--- config.mk ---
export PLATFORM = sky130hd
export DESIGN_NAME = pe_sequencer
export DESIGN_NICKNAME = d
export VERILOG_FILES = /design/src/rtl/pe_sequencer.sv
export SDC_FILE = /design/constraint.sdc
export NUM_CORES = 1
export LEC_CHECK = 0
export ABC_AREA = 1
export CELL_PAD_IN_SITES_DETAIL_PLACEMENT = 2
export CELL_PAD_IN_SITES_GLOBAL_PLACEMENT = 2
export CORE_MARGIN = 4
export CORE_UTILIZATION = 26
export CTS_CLUSTER_SIZE = 20
export DETAILED_ROUTE_END_ITERATION = 8
export HOLD_SLACK_MARGIN = 0.1
export PLACE_DENSITY = 0.8
export SETUP_SLACK_MARGIN = 0.05
export SYNTH_ARGS = -nofsm -noshare
export SYNTH_HDL_FRONTEND = slang
export SYNTH_SLANG_ARGS = --single-unit
export TNS_END_PERCENT = 20
--- constraint.sdc ---
create_clock -name clk -period 2.17 [get_ports clk]
set_clock_uncertainty 0.2 [all_clocks]
set_input_delay 0.434 -clock clk [delete_from_list [all_inputs] [get_ports clk]]
set_output_delay 0.434 -clock clk [all_outputs]
set_load 0.005 [all_outputs]
--- src/rtl/pe_sequencer.sv ---
// Phase sequencer for the PE-array data-path mux: walks sel through load,
// shift and write-back phases with per-phase length counting, then pulses done.
module pe_sequencer #(
  parameter int unsigned CNT_W = 8
) (
  input  logic             clk,
  input  logic             rst,
  input  logic             start,
  input  logic [CNT_W-1:0] ld_len,
  input  logic [CNT_W-1:0] sh_len,
  input  logic [CNT_W-1:0] wb_len,
  input  logic             abort,
  input  logic             ld_valid,
  output logic             ld_ready,
  output logic             sh_en,
  output logic             wb_valid,
  input  logic             wb_ready,
  output logic [1:0]       sel,
  output logic             busy,
  output logic             done,
  output logic [CNT_W-1:0] cnt
);

  typedef enum logic [2:0] {
    S_IDLE  = 3'd0,
    S_LOAD  = 3'd1,
    S_SHIFT = 3'd2,
    S_WB    = 3'd3,
    S_DONE  = 3'd4
  } state_e;

  state_e           state_q;
  logic [CNT_W-1:0] ld_len_q;
  logic [CNT_W-1:0] sh_len_q;
  logic [CNT_W-1:0] wb_len_q;
  logic [CNT_W-1:0] cnt_q;
  logic             done_q;

  logic [CNT_W-1:0] phase_len_d;
  logic             xfer_d;
  logic             cnt_last_d;
  state_e           start_next_d;
  state_e           phase_next_d;

  // First phase, in LOAD->SHIFT->WB order, whose length is nonzero.
  function automatic state_e first_phase(input logic [CNT_W-1:0] l,
                                         input logic [CNT_W-1:0] s,
                                         input logic [CNT_W-1:0] w);
    state_e r;
    if (l != '0)      r = S_LOAD;
    else if (s != '0) r = S_SHIFT;
    else if (w != '0) r = S_WB;
    else              r = S_DONE;
    return r;
  endfunction

  // Per-phase length, transfer qualifier and follow-on phase.
  always_comb begin
    phase_len_d  = '0;
    xfer_d       = 1'b0;
    phase_next_d = S_DONE;
    unique case (state_q)
      S_LOAD: begin
        phase_len_d  = ld_len_q;
        xfer_d       = ld_valid;
        phase_next_d = first_phase('0, sh_len_q, wb_len_q);
      end
      S_SHIFT: begin
        phase_len_d  = sh_len_q;
        xfer_d       = 1'b1;
        phase_next_d = first_phase('0, '0, wb_len_q);
      end
      S_WB: begin
        phase_len_d  = wb_len_q;
        xfer_d       = wb_ready;
        phase_next_d = S_DONE;
      end
      default: ;
    endcase
  end

  // Compare against length-1 so a full-scale length never needs cnt to wrap.
  assign cnt_last_d   = (cnt_q == (phase_len_d - CNT_W'(1)));
  assign start_next_d = first_phase(ld_len, sh_len, wb_len);

  always_ff @(posedge clk or posedge rst) begin
    if (rst) begin
      state_q  <= S_IDLE;
      ld_len_q <= '0;
      sh_len_q <= '0;
      wb_len_q <= '0;
      cnt_q    <= '0;
      done_q   <= 1'b0;
    end else begin
      done_q <= 1'b0;
      if (abort) begin
        state_q <= S_IDLE;
        cnt_q   <= '0;
      end else begin
        unique case (state_q)
          S_IDLE: begin
            if (start) begin
              ld_len_q <= ld_len;
              sh_len_q <= sh_len;
              wb_len_q <= wb_len;
              cnt_q    <= '0;
              state_q  <= start_next_d;
              done_q   <= (start_next_d == S_DONE);
            end
          end
          S_LOAD, S_SHIFT, S_WB: begin
            if (xfer_d) begin
              if (cnt_last_d) begin
                cnt_q   <= '0;
                state_q <= phase_next_d;
                done_q  <= (phase_next_d == S_DONE);
              end else begin
                cnt_q <= cnt_q + CNT_W'(1);
              end
            end
          end
          S_DONE: state_q <= S_IDLE;
          default: begin
            state_q <= S_IDLE;
            cnt_q   <= '0;
          end
        endcase
      end
    end
  end

  // Phase outputs decode straight from the registered state.
  always_comb begin
    sel      = 2'b11;
    ld_ready = 1'b0;
    sh_en    = 1'b0;
    wb_valid = 1'b0;
    unique case (state_q)
      S_LOAD: begin
        sel      = 2'b00;
        ld_ready = 1'b1;
      end
      S_SHIFT: begin
        sel   = 2'b01;
        sh_en = 1'b1;
      end
      S_WB: begin
        sel      = 2'b10;
        wb_valid = 1'b1;
      end
      default: ;
    endcase
  end

  assign busy = (state_q != S_IDLE);
  assign done = done_q;
  assign cnt  = cnt_q;

endmodule

# Yosys cells after proc, flatten, opt, wreduce, memory -nomap -nowiden
# Cells that the tools add are included.
# word_totals
reg_bits	36
latch_bits	0
ram_bits	0
mem_bits_ro	0
in_bits	30
output_inout_bits	15
word_cells	58
mem_count	0
# classes
addsub	2
mul	0
div	0
magnitude_cmp	0
n_eq_ne	11
n_shift	0
muxes	27
bitwise_logic	1
n_reduce_logical	11
# ops
op	n
$pmux 8 s3	2
$reduce_bool 8->1	5
$mux 8	4
$mux 3	9
$pmux 3 s2	2
$eq 3x3->1 const B	3
$ne 3x3->1 const B	3
$reduce_and 3->1	3
$add 8x1->8 const B	1
$eq 8x8->1	1
$sub 8x1->8 const B	1
$mux 1	7
$eq 3x2->1 const B	2
$pmux 2 s3	1
$eq 3x1->1 const B	1
$logic_not 3->1	1
$pmux 1 s3	1
$reduce_bool 3->1	1
$reduce_or 3->1	1
$ne 2x2->1 const B	1
$pmux 1 s2	1
$not 1->1	1

# Longest topological paths before layout
# Gate-level depths: netlist of run 1.
# depth
ltp_word	9
depth_mapped	21
depth_no_buf	20

# Worst setup path before layout of run 1
# OpenSTA, ideal clock, no wires.
# synth_timing
kind	reg-to-reg
startpoint	register state_q[2]
endpoint	register cnt_q[5] (netlist: cnt[5])
setup_ns	0.126
arrival_ns	2.076
t_required_ns	1.844
setup_slack_ns	-0.232
stages_incl_launch_ff	18
path_buffers	2
period_less_slack_ns	2.402
cell_sequence	dfrtp_1 -> inv_2 -> buf_6 -> nand2_8 -> nor2_2 -> nand2_2 -> nand2_2 -> a21oi_4 -> ha_1 -> xor2_1 -> nand3_1 -> nor2_1 -> nand2_1 -> nor2_2 -> nand2_1 -> nand2_2 -> buf_6 -> a21oi_1
# synth_via
elab_chain_len	8
word_cells_on_any_way	18
cone_classes	add/sub: 1; eq/ne: 8; mux: 6; reduce/logical: 3
# synth_lines
element	line_no	rtl
from (decl)	32	state_e state_q;
from (signal assigned)	107	state_q <= start_next_d;
from (signal assigned)	115	state_q <= phase_next_d;
$eq 3x2->1 or $eq 3x1->1 (tied branches)	62, 100	
$pmux 8 s3	62	unique case (state_q)
$sub 8x1->8	83	assign cnt_last_d = (cnt_q == (phase_len_d - CNT_W'(1)));
$eq 8x8->1	83	
$mux 8	113	if (cnt_last_d) begin
$mux 8	112	if (xfer_d) begin
$pmux 8 s3	100	unique case (state_q)
$mux 8	96	if (abort) begin
to (signal assigned)	118	cnt_q <= cnt_q + CNT_W'(1);
to (decl)	36	logic [CNT_W-1:0] cnt_q;
# Parallel ways exist; a longest one is shown, timed or not. The select of a mux whose other input is x is not followed.
# A chain may end at the register's enable or synchronous reset.

# Final worst setup path of run 1
# layout_timing
startpoint	register state_q[0]
endpoint	register state_q[0]
# layout_via
elab_chain_len	6
word_cells_on_any_way	18
cone_classes	add/sub: 1; eq/ne: 7; mux: 7; reduce/logical: 3
# layout_lines
element	line_no
$eq 3x2->1 or $eq 3x1->1 (tied branches)	62, 100
$pmux 8 s3 or $pmux 3 s2 (tied branches)	62
$sub 8x1->8 or $mux 3 (tied branches)	83, 113
$eq 8x8->1 or $mux 3 (tied branches)	83, 112
$ne 3x3->1 (no source line) or $pmux 3 s2 (tied branches)	-
$reduce_and 3->1 (no source line) or $mux 3 (tied branches)	-
# Parallel ways exist; a longest one is shown, timed or not. The select of a mux whose other input is x is not followed.

==> impl_metrics.py, run 1 <==
metrics = {
    "cts": {
        "cts_sinks": 36,
        "clockRootBuffer": "clkbuf_8",
        "cts_max_path_buffers": 2,
        "cts_made_buffers": 5,
        "cts_tree": "yes",
        "clk-insertion-delay-late_ns": 0.32,
        "htree_levels": 2,
        "clk_pin_slew_ns": 0.09,
    },
    "final_layout": {
        "layout_commonest_cell": "nand2_1",
        "antenna_cells": 0,
        "drive_gt1_frac": 0.3262,
        "final_core_util": 0.4142,
        "fin_area_sq_um": 3630,
        "layout_common_cells": "nand2_1, buf_4, clkdlybuf4s50_1",
        "syn2layout_area_growth_pct": 54.23,
        "nets": 454,
    },
    "setup_path": {
        "path_cells": "inv_2 > buf_4 > nand3_1 > nand2_1 > nor2_2 > inv_1 > nor2_1 > nand3_1 > nand2_1 > nand2_1 > nor2_4 > nand2_2 > nand2_4 > buf_6 > nand3_2 > nand2_1",
        "worstSetupPathType": "reg -> reg",
        "crit_path_frequent_cell": "nand2_1",
        "critPathMaxFanout": 5,
        "rr_startpoint": "state_q[0]",
        "worstPathRequired_ns": 2.23,
        "start_kind": "flip-flop",
        "worst-r2r-cell-count": 16,
        "worst_path_max_delay_cell": "dfrtp_2",
        "r2r_setup_slack_ns": -0.51,
        "r2r_end": "state_q[0]",
        "startpoint": "state_q[0]",
        "crit_arrival_ns": 2.73,
        "crit_path_end_kind": "flip-flop",
        "crit_end": "state_q[0]",
        "max_stage_delay_ns": 0.48,
    },
    "placed_design": {
        "place_area_sq_um": 3299,
        "place_hpwl_microns": 7380,
        "io_buffers": 44,
        "post-place-ws_ns": -0.4263,
        "gp_congestion": 0.8381,
    },
    "die": {
        "die_h_microns": 103.1,
        "dieArea_sq_um": 10640,
        "die_w_microns": 103.1,
        "rows": 34,
        "core_area_sq_um": 8763,
        "ios": 45,
        "initial_core_util": 0.2686,
    },
    "timing": {
        "tightest_slew_ns": 0.5131,
        "rsz0062_at_grt": "yes",
        "setup_violations": 14,
        "timing.final.ws_setup_ns": -0.5054,
        "slew-limit-headroom": 0.6579,
        "slew_viol_final": 0,
        "fmax_ghz": 0.3738,
        "fin_crit_ns": 2.675,
        "period_share": 1.233,
        "finalHoldViolCount": 0,
        "holdWs_ns": 0.3174,
    },
    "routing": {
        "ant_nets": 0,
        "drt-pass1-iter-count": 4,
        "route.detailed.drc": 0,
        "viasPerCell": 5.217,
        "drtIter0Drc": 123,
        "wl_microns": 11940,
        "wl_per_cell_microns": 22.48,
        "vias": 2770,
    },
    "outcome": {
        "violations": "negative setup slack",
        "status": "finished with violations",
    },
    "power": {
        "p_int_uw": 2487,
        "p_switching_uw": 2465,
        "ir_drop_uv": 536.8,
        "leakage_uw": 0.001716,
        "p_comb_frac": 0.643,
        "p_sw_frac": 0.4978,
        "total_power_uw": 4952,
        "p_per_area_nw_per_um2": 1364,
        "pwr-share-clk": 0.110,
        "p_seq_frac": 0.247,
    },
    "worst_hold_path": {
        "worstHoldPathType": "in -> async",
    },
    "synthesis": {
        "syn_area_sq_um": 2354,
        "ys_ff_latch": 36,
        "ys_seq_area_frac": 0.3828,
        "postSynthAreaPerCell_sq_um": 7.378,
        "synth_nets": 351,
        "synth_cells": 319,
        "ys_types": 29,
        "yosysWarnings": 0,
    },
    "global_route": {
        "use_met1": 0.2438,
        "grt_antenna_before_repair": 0,
        "grt_first_pass_wirelength_microns": 17780,
        "met2_usage": 0.4100,
        "grt.busiest_layer": "met2",
        "met3_usage": 0.04939,
        "grt_use_total": 0.2252,
        "grt-ovfl-total": 0,
        "grt_max_degree": 37,
        "grt_pass1_vias": 3222,
    },
    "flow_run": {
        "cap_violations": 0,
    },
}
-- through the flow --
step | setup TNS, ns | cells
2_1_floorplan | -1.752 | 319
3_3_place_gp | -2.412 | 514
3_5_place_dp | -4.345 | 514
4_1_cts | -5.263 | 530
5_1_grt | -7.593 | 531
6_report | -6.222 | 531
-- synthesized netlist by cell type (all sizes together) --
cell type	instances	area [sq um]
nand2	90	366.6
nor2	43	198.9
inv	41	153.9
dfrtp	36	900.9
nand3	25	125.1
mux2	14	157.7
a21oi	13	76.33
nand4	12	75.07
o21ai	12	60.05
buf	6	47.54
xor2	6	52.55
nor3	5	25.02
nor4	5	31.28
o22ai	3	18.77
clkbuf	2	7.510
ha	2	25.02
a221oi	1	8.760
o211ai	1	7.510
o21bai	1	7.510
o31ai	1	7.510
-- critical path, delay by kind of cell (launching register included) --
family / cells / cell delay, ns
AND/OR/NAND/NOR: 12 / 1.42
buffers and inverters: 4 / 0.50
flip-flops: 1 / 0.48
-- metal layers --
| layer | up-vias | routed length [microns] | share of wire |
|---|---|---|---|
| li1 | 1241 | - | - |
| met1 | 1423 | 4531 | 0.38 |
| met2 | 76 | 6520 | 0.55 |
| met3 | 30 | 462 | 0.039 |
| met4 | 0 | 421 | 0.035 |
| met5 | - | 0 | 0 |
-- cell type report --
cell class,instances,area [sq um]
inverter,41,156.4
multi-input combinational,234,1414
timing repair buffer,104,928.4
tap,108,135.1
sequential,36,903.4
fill,973,5134
clock buffer,5,68.82
clock inverter,3,23.77
-- cells by family (layout without fill, tap and decap cells) --
logic type | count (synthesis) | in the layout | share of synthesized area
AND/OR/NAND/NOR | 180 | 180 | 0.3493
buffers and inverters | 49 | 153 | 0.08878
flip-flops | 36 | 36 | 0.3828
AO/OA/AOI/OAI | 32 | 32 | 0.07922
multiplexers | 14 | 14 | 0.06699
XOR/XNOR | 6 | 6 | 0.02233
adder cells (fa/ha/maj) | 2 | 2 | 0.01063
-- sequential cells by signal (all words and copies together), names as in the netlist --
register,cells
wb_len_q,8
state_q,3
sh_len_q,8
cnt,8
done,1
ld_len_q,8
-- timing repair --
action                     4_1_cts  5_1_grt
pin swaps                       13       15
hold buffers                     0        0
gates resized for setup         40       16
setup endpoints to repair       18       17
setup buffers                    8        2
hold endpoints to repair         0        0
-- power by group through the flow --
stage | registers [uW] | logic (uW) | clock network [uW]
4_1_cts | 1190 | 2870 | 541
3_5_place_dp | 1180 | 2540 | 0
3_3_place_gp | 1160 | 2410 | 0
5_1_grt | 1240 | 3450 | 572
6_report | 1220 | 3190 | 542
2_1_floorplan | 1080 | 1460 | 0
-- worst min path at each step --
| stage | end | cells past startpoint |
|---|---|---|
| after floorplan | sh_len_q[3] | 2 |
| after global placement | sh_len_q[3] | 2 |
| after detailed placement | sh_len_q[3] | 2 |
| after CTS | sh_len_q[3] | 2 |
| after global routing | ld_len_q[3] | 1 |
| final | ld_len_q[1] | 3 |
Power figures use the tool's default switching activity.
==> run 2, diff against run 1 <==
ABC_AREA = default   (was 1)
CORE_UTILIZATION = 29   (was 26)
==> run 2 against run 1 <==
Effect of this change:
- the run still ends with negative setup slack left
- core utilization grew 5.1 points
- sequential power shrank 3%
- synthesized cell count shrank 27%
- clock-buffer cell count rose by 2
- power down 12%
- critical path type unchanged
- largest cell class unchanged
- largest power group unchanged
==> impl_metrics.py, run 2 <==
metrics = {
    "outcome": {
        "status": "finished with violations",
        "violations": "negative setup slack",
    },
    "power": {
        "p_int_uw": 2535,
        "ir_drop_uv": 518.5,
        "p_per_area_nw_per_um2": 1210,
        "p_sw_frac": 0.4202,
        "leakage_uw": 0.001569,
        "pwr-share-clk": 0.116,
        "p_seq_frac": 0.270,
        "p_comb_frac": 0.614,
        "p_switching_uw": 1837,
    },
    "global_route": {
        "grt_antenna_before_repair": 0,
        "grt-ovfl-total": 0,
        "grt_use_total": 0.2026,
        "grt_first_pass_wirelength_microns": 15420,
        "grt_pass1_vias": 2759,
        "grt_max_degree": 37,
    },
    "synthesis": {
        "yosys.area.top_type": "dfrtp_1",
        "synthArstFlopShare": 1.000,
        "postSynthAreaPerCell_sq_um": 9.999,
        "yosys-top-cells-count": "dfrtp_1, mux2_2, nor2_1",
        "yosysMostFrequentCell": "dfrtp_1",
        "netlist_top_cells_area": "dfrtp_1, mux2_2, mux2i_1",
        "synth_cells": 234,
        "ys.flop_type": "dfrtp_1",
        "yosys.area.top_type_share": 0.3850,
        "synth_nets": 266,
        "ys_types": 53,
        "ys_seq_area_frac": 0.3850,
        "yosysWarnings": 0,
        "synth_edf_count": 0,
        "ys_ff_latch": 36,
        "syn_area_sq_um": 2340,
    },
    "cts": {
        "cts_made_buffers": 5,
        "cts_setup_buffers": 0,
        "clk_pin_slew_ns": 0.08,
        "htree_levels": 2,
        "cts_max_path_buffers": 2,
        "clockRootBuffer": "clkbuf_8",
        "cts_tree": "yes",
        "cts_sinks": 36,
        "clk-insertion-delay-late_ns": 0.31,
        "cts-hold-fix-buffers": 0,
    },
    "setup_path": {
        "critPathMaxFanout": 7,
        "crit_path_end_kind": "flip-flop",
        "crit_arrival_ns": 3.25,
        "crit_family": "compound AO/OA/AOI/OAI gates",
        "path_buf_inv": 2,
        "rr_startpoint": "state_q[1]",
        "worst_path_max_delay_cell": "a311o_2",
        "worstSetupPathType": "reg -> reg",
        "start_kind": "flip-flop",
        "path_cells": "buf_4 > mux2_4 > a21oi_2 > nand4_2 > buf_4 > o21ai_1 > o2111ai_1 > a311o_2 > a21o_1 > a21oi_2",
        "worstPathRequired_ns": 2.21,
        "worst-r2r-cell-count": 10,
        "r2r_setup_slack_ns": -1.04,
        "max_stage_delay_ns": 0.49,
        "r2r_end": "state_q[0]",
    },
    "final_layout": {
        "syn2layout_area_growth_pct": 54.38,
        "fin_area_sq_um": 3612,
        "drive_gt1_frac": 0.3937,
        "layout_common_cells": "buf_4, clkdlybuf4s50_1, dfrtp_1",
        "antenna_cells": 0,
        "layout_commonest_cell": "buf_4",
        "nets": 379,
    },
    "routing": {
        "drt-pass1-iter-count": 4,
        "wl_per_cell_microns": 22.86,
        "drtIter0Drc": 91,
        "wl_microns": 10290,
        "route.detailed.drc": 0,
        "viasPerCell": 5.529,
        "ant_nets": 0,
        "vias": 2488,
    },
    "die": {
        "core_area_sq_um": 7767,
        "ios": 45,
        "dieArea_sq_um": 9569,
        "rows": 32,
        "die_h_microns": 97.82,
        "initial_core_util": 0.3012,
        "die_w_microns": 97.82,
    },
    "placed_design": {
        "io_buffers": 44,
        "post-place-ws_ns": -1.025,
        "place_hpwl_microns": 7308,
        "gp_congestion": 0.7975,
        "place_area_sq_um": 3418,
    },
    "timing": {
        "fin_crit_ns": 3.210,
        "setup_violations": 18,
        "finalHoldViolCount": 0,
        "slew_viol_final": 0,
        "fmax_ghz": 0.3115,
        "tightest_slew_ns": 0.5351,
        "timing.final.ws_setup_ns": -1.041,
        "slew-limit-headroom": 0.6411,
        "rsz0062_at_grt": "yes",
        "period_share": 1.479,
    },
    "worst_hold_path": {
        "min_path_cells": 1,
        "worstHoldPathType": "reg -> reg",
        "hp-start": "ld_len_q[6]",
        "whs_endpoint": "ld_len_q[6]",
    },
    "flow_run": {
        "cap_violations": 0,
    },
}
==> run 2: worst max-delay path by stage <==
stage / cells after the start / slack [ns] / end / start
final: 10 / -1.04 / state_q[0] / state_q[1]
after global routing: 10 / -1.12 / state_q[0] / state_q[1]
after CTS: 11 / -0.95 / cnt[2] / state_q[1]
after detailed placement: 10 / -1.02 / done / state_q[1]
after global placement: 9 / -0.90 / done / state_q[0]
after floorplan: 12 / -0.72 / cnt[2] / state_q[1]
==> run 2: cell families after synthesis <==
kind of cell             share of synthesized area
adder cells (fa/ha/maj)                    0.01069
AO/OA/AOI/OAI                               0.1856
XOR/XNOR                                   0.01498
buffers and inverters                      0.03208
flip-flops                                  0.3850
AND/OR/NAND/NOR                             0.1973
multiplexers                                0.1743
==> run 2: through the flow <==
step	util	hold WS (ns)	TNS, ns	std cells	power [uW]
final	0.4650	0.3177	-13.10	450	4371
after floorplan	-	0.2787	-9.326	234	2375
after CTS	0.4565	0.3280	-13.91	450	4179
after global routing	0.4650	0.3354	-14.27	450	4602
after detailed placement	0.4401	0.3113	-14.02	442	3568
after global placement	0.4401	0.2989	-10.98	442	3360
==> run 2: final cells by class <==
type / count / area (sq um)
sequential: 36 / 903.4
tap: 102 / 127.6
inverter: 5 / 22.52
clock inverter: 1 / 8.758
clock buffer: 7 / 76.32
multi-input combinational: 182 / 1461
fill: 813 / 4155
timing repair buffer: 117 / 1012
==> run 2: power by group through the flow <==
stage / Sequential [uW] / Combinational (uW) / Clock (uW)
floorplan: 1070 / 1310 / 0
global placement: 1130 / 2230 / 0
detailed placement: 1160 / 2410 / 0
CTS: 1160 / 2520 / 505
global route: 1190 / 2860 / 548
finish: 1180 / 2680 / 506
==> run 2: worst reg2reg max path, cell delays in order, from the launching register on <==
cell and delay (ns):
dfrtp_2 0.48, buf_4 0.21, mux2_4 0.33, a21oi_2 0.23
nand4_2 0.17, buf_4 0.19, o21ai_1 0.23, o2111ai_1 0.26
a311o_2 0.49, a21o_1 0.19, a21oi_2 0.15
==> run 2: repair_timing <==
action	CTS	global route
hold endpoints to repair	0	0
endpoints found under the setup margin	18	18
gates resized for setup	9	24
pin swaps	1	3
==> run 2: routing by layer <==
layer,vias up,share of wire,track usage
li1,1116,-,-
met1,1289,0.41,0.2419
met2,62,0.53,0.3759
met3,21,0.039,0.03071
met4,0,0.023,0.05325
met5,-,0,0
